## src/rtl/inst_prefetch_bridge.sv

```systemverilog
// Instruction prefetch bridge between the openmips fetch port and a pipelined
// instruction memory with fixed read latency. Sequential words are fetched
// ahead into a small FIFO so in-order fetches are served one per cycle; a
// fetch to any other address flushes the FIFO and restarts the stream there.
module inst_prefetch_bridge #(
    parameter int            AW       = 32,
    parameter int            DW       = 32,
    parameter int            DEPTH    = 4,
    parameter int            MEM_LAT  = 2,
    parameter logic [AW-1:0] RESET_PC = '0
) (
    input  logic          clk,
    input  logic          rst_n,
    input  logic          cpu_req_i,
    input  logic [AW-1:0] cpu_addr_i,
    output logic [DW-1:0] cpu_inst_o,
    output logic          cpu_valid_o,
    output logic          cpu_stall_o,
    output logic          mem_ce_o,
    output logic [AW-1:0] mem_addr_o,
    input  logic [DW-1:0] mem_data_i
);

    // Stage 0 mirrors the registered mem_ce_o; stage MEM_LAT is the read
    // whose data is on mem_data_i this cycle.
    localparam int            NSTG      = MEM_LAT + 1;
    localparam int            PW        = $clog2(DEPTH);
    localparam int            CW        = $clog2(DEPTH + MEM_LAT + 2) + 1;
    localparam logic [CW-1:0] DEPTH_C   = CW'(DEPTH);
    localparam logic [AW-1:0] WORD_STEP = AW'(32'd4);

    logic [DW-1:0]   fifo_mem [DEPTH];
    logic [PW-1:0]   rd_ptr_r;
    logic [PW-1:0]   wr_ptr_r;
    logic [CW-1:0]   count_r;
    logic [AW-1:0]   exp_addr_r;
    logic [AW-1:0]   fetch_addr_r;
    logic            epoch_r;
    logic [NSTG-1:0] stg_vld_r;
    logic [NSTG-1:0] stg_epoch_r;
    logic            mem_ce_r;
    logic [AW-1:0]   mem_addr_r;

    logic            addr_match_s;
    logic            fifo_empty_s;
    logic            hit_s;
    logic            redirect_s;
    logic            ret_ok_s;
    logic            fifo_wr_s;
    logic            issue_s;
    logic [CW-1:0]   inflight_s;
    logic [CW-1:0]   credit_s;

    // Request decode, return acceptance and credit-based issue decision.
    always_comb begin
        addr_match_s = (cpu_addr_i == exp_addr_r);
        fifo_empty_s = (count_r == '0);
        hit_s        = cpu_req_i && addr_match_s && !fifo_empty_s;
        redirect_s   = cpu_req_i && !addr_match_s;
        ret_ok_s     = stg_vld_r[MEM_LAT] && (stg_epoch_r[MEM_LAT] == epoch_r);
        fifo_wr_s    = rst_n && !redirect_s && ret_ok_s;
        inflight_s   = '0;
        for (int i = 0; i < NSTG; i++) begin
            inflight_s = inflight_s + CW'(stg_vld_r[i] && (stg_epoch_r[i] == epoch_r));
        end
        // A pop this cycle frees its slot for this cycle's decision.
        credit_s     = inflight_s + count_r - CW'(hit_s);
        issue_s      = !redirect_s && (credit_s < DEPTH_C);
    end

    // Outputs are forced quiet while reset is asserted.
    always_comb begin
        cpu_inst_o  = fifo_mem[rd_ptr_r];
        cpu_valid_o = rst_n && hit_s;
        cpu_stall_o = rst_n && cpu_req_i && !hit_s;
        mem_ce_o    = rst_n && mem_ce_r;
        if (rst_n) begin
            mem_addr_o = mem_addr_r;
        end else begin
            mem_addr_o = '0;
        end
    end

    // Control state: addresses, epoch, in-flight tracker, memory strobe, FIFO pointers.
    always_ff @(posedge clk) begin
        if (!rst_n) begin
            rd_ptr_r     <= '0;
            wr_ptr_r     <= '0;
            count_r      <= '0;
            exp_addr_r   <= RESET_PC;
            fetch_addr_r <= RESET_PC;
            epoch_r      <= 1'b0;
            stg_vld_r    <= '0;
            stg_epoch_r  <= '0;
            mem_ce_r     <= 1'b0;
            mem_addr_r   <= '0;
        end else if (redirect_s) begin
            // The first read of the new stream is launched straight from the
            // requested address; every older read is discarded.
            epoch_r      <= ~epoch_r;
            exp_addr_r   <= cpu_addr_i;
            fetch_addr_r <= cpu_addr_i + WORD_STEP;
            stg_vld_r    <= {{(NSTG-1){1'b0}}, 1'b1};
            stg_epoch_r  <= {NSTG{~epoch_r}};
            mem_ce_r     <= 1'b1;
            mem_addr_r   <= cpu_addr_i;
            rd_ptr_r     <= '0;
            wr_ptr_r     <= '0;
            count_r      <= '0;
        end else begin
            stg_vld_r   <= {stg_vld_r[NSTG-2:0], issue_s};
            stg_epoch_r <= {stg_epoch_r[NSTG-2:0], epoch_r};
            mem_ce_r    <= issue_s;
            if (issue_s) begin
                mem_addr_r   <= fetch_addr_r;
                fetch_addr_r <= fetch_addr_r + WORD_STEP;
            end
            if (hit_s) begin
                exp_addr_r <= exp_addr_r + WORD_STEP;
                rd_ptr_r   <= rd_ptr_r + PW'(1'b1);
            end
            if (fifo_wr_s) begin
                wr_ptr_r <= wr_ptr_r + PW'(1'b1);
            end
            count_r <= count_r + CW'(fifo_wr_s) - CW'(hit_s);
        end
    end

    // FIFO storage: accepted memory returns are written at the tail.
    always_ff @(posedge clk) begin
        if (fifo_wr_s) begin
            fifo_mem[wr_ptr_r] <= mem_data_i;
        end
    end

endmodule

```

## config.mk

```make
export PLATFORM = sky130hd
export DESIGN_NAME = inst_prefetch_bridge
export DESIGN_NICKNAME = d
export VERILOG_FILES = /design/src/rtl/inst_prefetch_bridge.sv
export SDC_FILE = /design/constraint.sdc
export NUM_CORES = 1
export LEC_CHECK = 0
export ABC_AREA = 1
export ABC_CLOCK_PERIOD_IN_PS = 7300
export CAP_MARGIN = 20
export CORE_MARGIN = 2
export CORE_UTILIZATION = 65
export CTS_BUF_LIST = sky130_fd_sc_hd__clkbuf_16
export CTS_CLUSTER_SIZE = 24
export DETAILED_ROUTE_END_ITERATION = 10
export DONT_BUFFER_PORTS = 1
export PLACE_DENSITY = 0.93
export SYNTH_ARGS = -nofsm -noshare
export SYNTH_HDL_FRONTEND = slang
export SYNTH_SLANG_ARGS = --single-unit
```

## constraint.sdc

```tcl
create_clock -name clk -period 7.3 [get_ports clk]
set_clock_uncertainty 0.2 [all_clocks]
set_input_delay 1.46 -clock clk [delete_from_list [all_inputs] [get_ports clk]]
set_output_delay 1.46 -clock clk [all_outputs]
set_load 0.005 [all_outputs]
```

## Word level (Yosys, flattened, before mapping)

Memory sizes are Yosys's and may differ from the RTL's. A register that Yosys moved wholly into a read port is not among the register bits.
Cells that the tools add are included.

| storage, ports and cells | value |
|---|---|
| register bits after elaboration | 112 |
| logic and storage cells | 65 |
| memories kept | 1 |
| input port bits | 67 |
| output and inout bits | 67 |
| memory bits (writable) | 128 |

| cells by class | value |
|---|---|
| order comparisons | 1 |
| muxes and demuxes | 14 |
| eq/ne operators | 4 |
| bitwise logic cells | 2 |
| add/subtract/negate cells | 11 |
| reduce and logical (&&, ||, !) cells | 21 |

Memory list:

| memory | depth | width | read ports | clocked after Yosys merged registers in | write ports | RTL line | source |
|---|---|---|---|---|---|---|---|
| fifo_mem | 4 | 32 | 1 | 1 | 1 | 32 | `logic [DW-1:0] fifo_mem [DEPTH];` |

Operator list:

| kind | count |
|---|---|
| $mux W32 | 7 |
| $add A32 B3 Y32 const B | 3 |
| $eq A32 B32 Y1 | 1 |
| $logic_and A1 B1 Y1 | 13 |
| $sub A4 B1 Y4 | 2 |
| $add A2 B1 Y2 const B | 2 |
| $add A3 B4 Y4 | 1 |
| $add A4 B1 Y4 | 1 |
| $logic_not A1 Y1 | 4 |
| $logic_not A4 Y1 | 1 |
| $lt A4 B3 Y1 const B | 1 |
| $mux W1 | 4 |
| $mux W2 | 2 |
| $reduce_bool A2 Y1 | 2 |
| $add A2 B1 Y3 | 1 |
| $eq A1 B1 Y1 | 3 |
| $mux W3 | 1 |
| $add A1 B1 Y2 | 1 |
| $not A1 Y1 | 2 |
| $reduce_or A2 Y1 | 1 |

## Logic depth before layout (Yosys ltp)

| logic depth | value |
|---|---|
| depth after elaboration | 10 |
| gate-level depth with buffers | 27 |
| mapped depth without buffers | 24 |

## Worst setup path after synthesis

Ideal clock, no wire load.

| timing path | value |
|---|---|
| path type | input port to flip-flop |
| from | in cpu_addr_i[19] |
| to | reg mem_addr_r[27] |
| path slack | 2.433 ns |
| data arrival time | 4.552 ns |
| cell stages on the path | 25 |
| setup time | 0.115 ns |
| data required time | 6.985 ns |
| cell sequence | inv_1 -> nand2_1 -> nand2_1 -> nand2_1 -> nor2_1 -> nand2_1 -> nor2_2 -> nand2_4 -> buf_2 -> inv_1 -> nand2_1 -> clkbuf_1 -> xor2_1 -> fa_1 -> inv_1 -> ha_1 -> a31oi_1 -> xor2_1 -> nand3b_1 -> nand2_1 -> inv_1 -> buf_2 -> buf_2 -> o22ai_1 -> inv_1 |

| between the ends | value |
|---|---|
| cells in the longest elaborated chain, start to end | 7 |
| elaborated cells between the ends (all ways) | 11 |
| those cells by class | add/sub: 1; order compare: 1; eq/ne: 1; mux: 1; reduce/logical: 7 |

RTL lines:

| what | RTL line | source |
|---|---|---|
| from (decl) | 15 | `input logic [AW-1:0] cpu_addr_i,` |
| $eq A32 B32 Y1 * | 56 | `addr_match_s = (cpu_addr_i == exp_addr_r);` |
| $logic_and A1 B1 Y1 (2 in a row) | 58 | `hit_s = cpu_req_i && addr_match_s && !fifo_empty_s;` |
| $sub A4 B1 Y4 | 67 | `credit_s = inflight_s + count_r - CW'(hit_s);` |
| $lt A4 B3 Y1 | 68 | `issue_s = !redirect_s && (credit_s < DEPTH_C);` |
| $logic_and A1 B1 Y1 | 68 |  |
| $reduce_bool A2 Y1 (no line) | -- |  |
| to (signal assigned) | 106 | `mem_addr_r <= cpu_addr_i;` |
| to (signal assigned) | 115 | `mem_addr_r <= fetch_addr_r;` |
| to (decl) | 42 | `logic [AW-1:0] mem_addr_r;` |

Mark *: on every way between the ends. The rest lies on a longest branch, timed or not.
A chain may end at the register's enable or synchronous reset.

## Worst setup path after layout

| timing path | value |
|---|---|
| from | in cpu_addr_i[0] |
| to | reg mem_addr_r[13] |

Same word-level chain as after synthesis.

==> impl_summary.txt <==
----------------------------------------------------
[Clocking]
  TritonCTS clock tree ... built
  Quantity of hold-fixing buffers added after cts ... 0
  # resized after CTS ... 0
  H-tree levels ... 1
  Buffer cell driving the clock tree root ... clkbuf_16
  Number of buffers on the longest clock path ... 3
  Clock transition at the registers of the reported paths ... 60 ps
  Post-CTS repair timing setup buffer count ... 0
  Skew-Pair Late Insertion Delay ... around 520 ps
  CTS buffer count ... 25
  Clk sink count ... about 240

[Run status]
  Run status ... finished clean

[Floorplanning]
  Starting density of the core ... 0.657
  Die footprint ... between 15000 and 20000 µm²
  Ports ... about 130
  Site row count ... 49
  Core area ... 17800 µm²
  X dimension of the die ... around 140 µm
  Chip height ... around 140 µm

[Timing]
  Final min period ... 5690 ps
  Maximum clock rate ... 0.176 GHz
  Finish-stage setup viols ... 0
  Setup repair after global routing missed its margin ... no
  Setup TNS after final layout ... 0 ps
  Worst max-slew margin expressed relative to the limit ... 0.385
  Actual slew at the worst max-slew pin ... between 900 and 1000 ps
  Max Transition Viols Final ... 0
  Final hold violations ... 0
  Final cycle utilization of the critical path ... 0.779

[Global routing]
  Via count of the first global-routing pass ... about 9000
  Total GRT Usage ... 0.282
  Wire length of the first global-routing pass ... approximately 44000 µm
  Overflow left after global routing ... 0
  Maximum number of pins on one net before global-route repair ... between 70 and 80
  Initial antenna violation count ... 0

[Power and ir drop]
  Power density of the placed cells ... around 240 nW/µm²
  PnR Total Power ... between 3 and 4 mW
  IR drop worst, VDD ... ~0.00029 V
  Static power due to leakage ... roughly 5.5 nW

[Place]
  Half-perimeter wire length after detailed placement ... ~19000 µm
  Weighted congestion reported at the end of routability-driven placement ... approximately 0.95
  Number of buffers added on ports ... 0

[Logic synthesis]
  Synth unique cells ... 41
  Post-synthesis instance area ... 11700 µm²
  Avg Synthesized Cell Area ... between 8 and 9 µm²
  Most used DFF post-synth ... edfxtp_1
  Count of flip-flops with a built-in enable after synthesis ... 128
  Number of warnings printed during yosys synthesis ... 0
  Sequential area share after synthesis ... 0.521
  Net count of the mapped netlist ... about 1500
  Share of synthesized registers carrying an async set or reset ... 0
  Synthesized flop and latch total ... ~240
  Number of standard cells after synthesis ... 1393

[Drt]
  Router iterations before antenna repair ... 5
  Ratio of routed vias to standard cells ... between 5 and 6
  Wire per inst ... roughly 17 µm
  Detailed-route DRC error count ... 0
  Drt first-iter violations ... 811
  Detailed-route via count ... 9292
  Aggregate routed wire length ... 27400 µm
  Antenna-violating nets left ... 0

[Worst hold path]
  Class of the most critical hold timing path ... flip-flop to flip-flop
  Hold Path Origin ... stg_vld_r[1]$_SDFF_PP0_
  Hold Crit Depth ... 2
  Worst hold path endpoint ... stg_vld_r[2]$_SDFF_PP0_

[Critical path]
  Maximum fanout encountered on the critical timing path ... 40
  Reg-to-Reg End ... mem_addr_r[13]$_SDFFE_PN0P_
  Largest incremental delay on the critical path ... approximately 500 ps
  Count of buffering cells on the critical path with inverters included ... 6
  Required @ worst endpoint ... approximately 7500 ps
  Worst path top cell family by delay ... simple AND/OR/NAND/NOR gates
  Most frequent cell on the critical path ... nand2_1
  Critical path, cell by cell ... inv_1, nand2_1, nand2_1, nand2_1, nor2_1, nand2_1, nor2_2, nand2_4, inv_1, nand2_1, inv_2, nand2_1, ha_1, ha_1, a31oi_1, xor2_1, nand3b_1, nand2_1, inv_1, buf_4, nor2_2, buf_4, nor2_1, a21oi_1
  Path length in cells of the critical path ... 24
  Critical Path AT ... approximately 6000 ps
  Critical Path End Type ... flip-flop
  Reg-to-Reg Start ... exp_addr_r[4]$_SDFFE_PN0P_
  Highest-delay cell along the critical path ... inv_2
  R2R cell count ... 22
  Kind of launch point of the worst setup path ... primary input
  Category of the most critical setup path ... primary input to flip-flop
  R2R Setup Slk ... roughly 2100 ps

[Run]
  Maximum Capacitance Violations ... 0

[Cells and area]
  Final-stage net count ... approximately 1500
  Area occupied by multi-input gates ... ~4600 µm²
  Number of fill cells ... 1316
  Fraction of final layout cells with drive strength greater than 1 ... 0.0894
  Post-synthesis to final-layout area growth ... 8.03%
  FF+latch area ... 6110 µm²
  Number of antenna repair diodes ... 0

----------------------------------------------------
cell type report:
class,count,share of cell area
Clock buffer,25,0.0494
Clock inverter,19,0.0200
Inverter,182,0.0539
Multi-Input combinational cell,909,0.366
Sequential cell,241,0.482
Tap cell,229,0.0226
Timing Repair Buffer,11,0.00652
Yosys cell counts (2+ instances only):
cell type  count  area share
nand2_1      275       0.088
nor2_1       181       0.058
inv_1        177       0.057
edfxtp_1     128        0.33
dfxtp_1      113        0.19
o21ai_0      111       0.047
nand3_1       79       0.034
o22ai_1       64       0.034
clkbuf_1      37       0.012
nand2_2       32       0.017
a21oi_1       29       0.012
xnor2_1       29       0.022
xor2_1        26       0.019
nor2_2        19       0.010
ha_1          13       0.014
buf_2         12      0.0051
o211ai_1       7      0.0045
a31oi_1        6      0.0032
buf_6          6      0.0058
nor2_4         5      0.0048
nor3_1         5      0.0021
buf_1          4      0.0013
inv_2          4      0.0013
nand3_2        4      0.0034
nand2_4        3      0.0029
nand3b_1       3      0.0019
nand4_1        3      0.0016
fa_1           2      0.0034
nor3b_1        2      0.0013
o221ai_1       2      0.0015
o41ai_1        2      0.0015
routing by layer:
layer / up-vias / part of all wire / track usage
met1: 4351 / 0.37 / 0.341
met3: 59 / 0.096 / 0.0710
li1: 4495 / - / -
met4: 0 / 0.023 / 0.0789
met5: - / 0 / 0
met2: 387 / 0.51 / 0.503
placed cells by master (no fill, tap or decap), types with 2 or more instances in the layout:
cell and n:
dfxtp_1 112, nor2_2 23, nor3b_1 2, clkbuf_16 25
clkinv_1 6, a31oi_1 6, inv_1 178, nor3_1 5
nand3b_1 3, ha_1 13, nand4_1 3, nand2_1 275
xor2_1 26, fa_1 2, nand3_1 79, nor2_1 177
inv_2 4, o22ai_1 64, nand3_2 4, inv_6 3
a21oi_1 29, o221ai_1 2, edfxtp_1 128, nor2_4 5
nand2_2 32, o211ai_1 7, nand2_4 3, buf_4 11
clkinv_2 2, bufinv_16 6, o21ai_0 111, o41ai_1 2
xnor2_1 29
logic make-up (layout without fill, tap and decap cells):
family / Yosys count / in the layout / share of synthesized area
AOI/OAI and AO/OA: 224 / 224 / 0.106
xor gates and xnor gates: 55 / 55 / 0.0411
adders and majority gates: 15 / 15 / 0.0173
buffers and inverters: 243 / 237 / 0.0853
DFF: 241 / 241 / 0.521
and+or+nand+nor: 615 / 615 / 0.229
worst max-delay path by stage:
stage	startpoint	endpoint	slack, ps
after floorplan	cpu_addr_i[19]	mem_addr_r[27]$_SDFFE_PN0P_	2430
after global placement	cpu_addr_i[0]	fetch_addr_r[31]$_SDFFE_PN0P_	1450
after detailed placement	cpu_addr_i[0]	mem_addr_r[13]$_SDFFE_PN0P_	1220
after CTS	cpu_addr_i[0]	mem_addr_r[13]$_SDFFE_PN0P_	1680
after global routing	cpu_addr_i[4]	mem_addr_r[30]$_SDFFE_PN0P_	1310
final	cpu_addr_i[0]	mem_addr_r[13]$_SDFFE_PN0P_	1610
flip-flops by register name, summed over array words and instances (netlist names), named ones only:
signal	count
epoch_r	1
count_r	4
fifo_mem	128
rd_ptr_r	2
stg_epoch_r	3
stg_vld_r	3
wr_ptr_r	2
mem_addr_r	32
fetch_addr_r	32
exp_addr_r	32
power by group:
group	switching, mW	internal (mW)
registers	0.0255	1.46
logic	0.108	0.0614
clock network	0.512	0.837
worst register-to-register path, stage by stage, from the launching register on:
cell and delay [ps]:
dfxtp_1 460, xnor2_1 150, nand2_1 70, nor2_1 90, nand2_1 100, nor2_2 250
nand2_4 290, inv_1 170, nand2_1 350, inv_2 500, nand2_1 120, ha_1 300
ha_1 300, a31oi_1 240, xor2_1 170, nand3b_1 90, nand2_1 100, inv_1 50
buf_4 260, nor2_2 320, buf_4 370, nor2_1 90, a21oi_1 110
stage by stage:
stage	worst slack, ps	instances	hold slack (ps)	area [µm²]	utilization
2_1_floorplan	2430	1393	216	11700	-
3_3_place_gp	1450	1572	238	11800	0.661
3_5_place_dp	1220	1572	235	11800	0.661
4_1_cts	1680	1616	237	12700	0.710
5_1_grt	1310	1616	269	12700	0.710
6_report	1610	1616	235	12700	0.710
No activity file was read; power rests on OpenSTA's default activity.
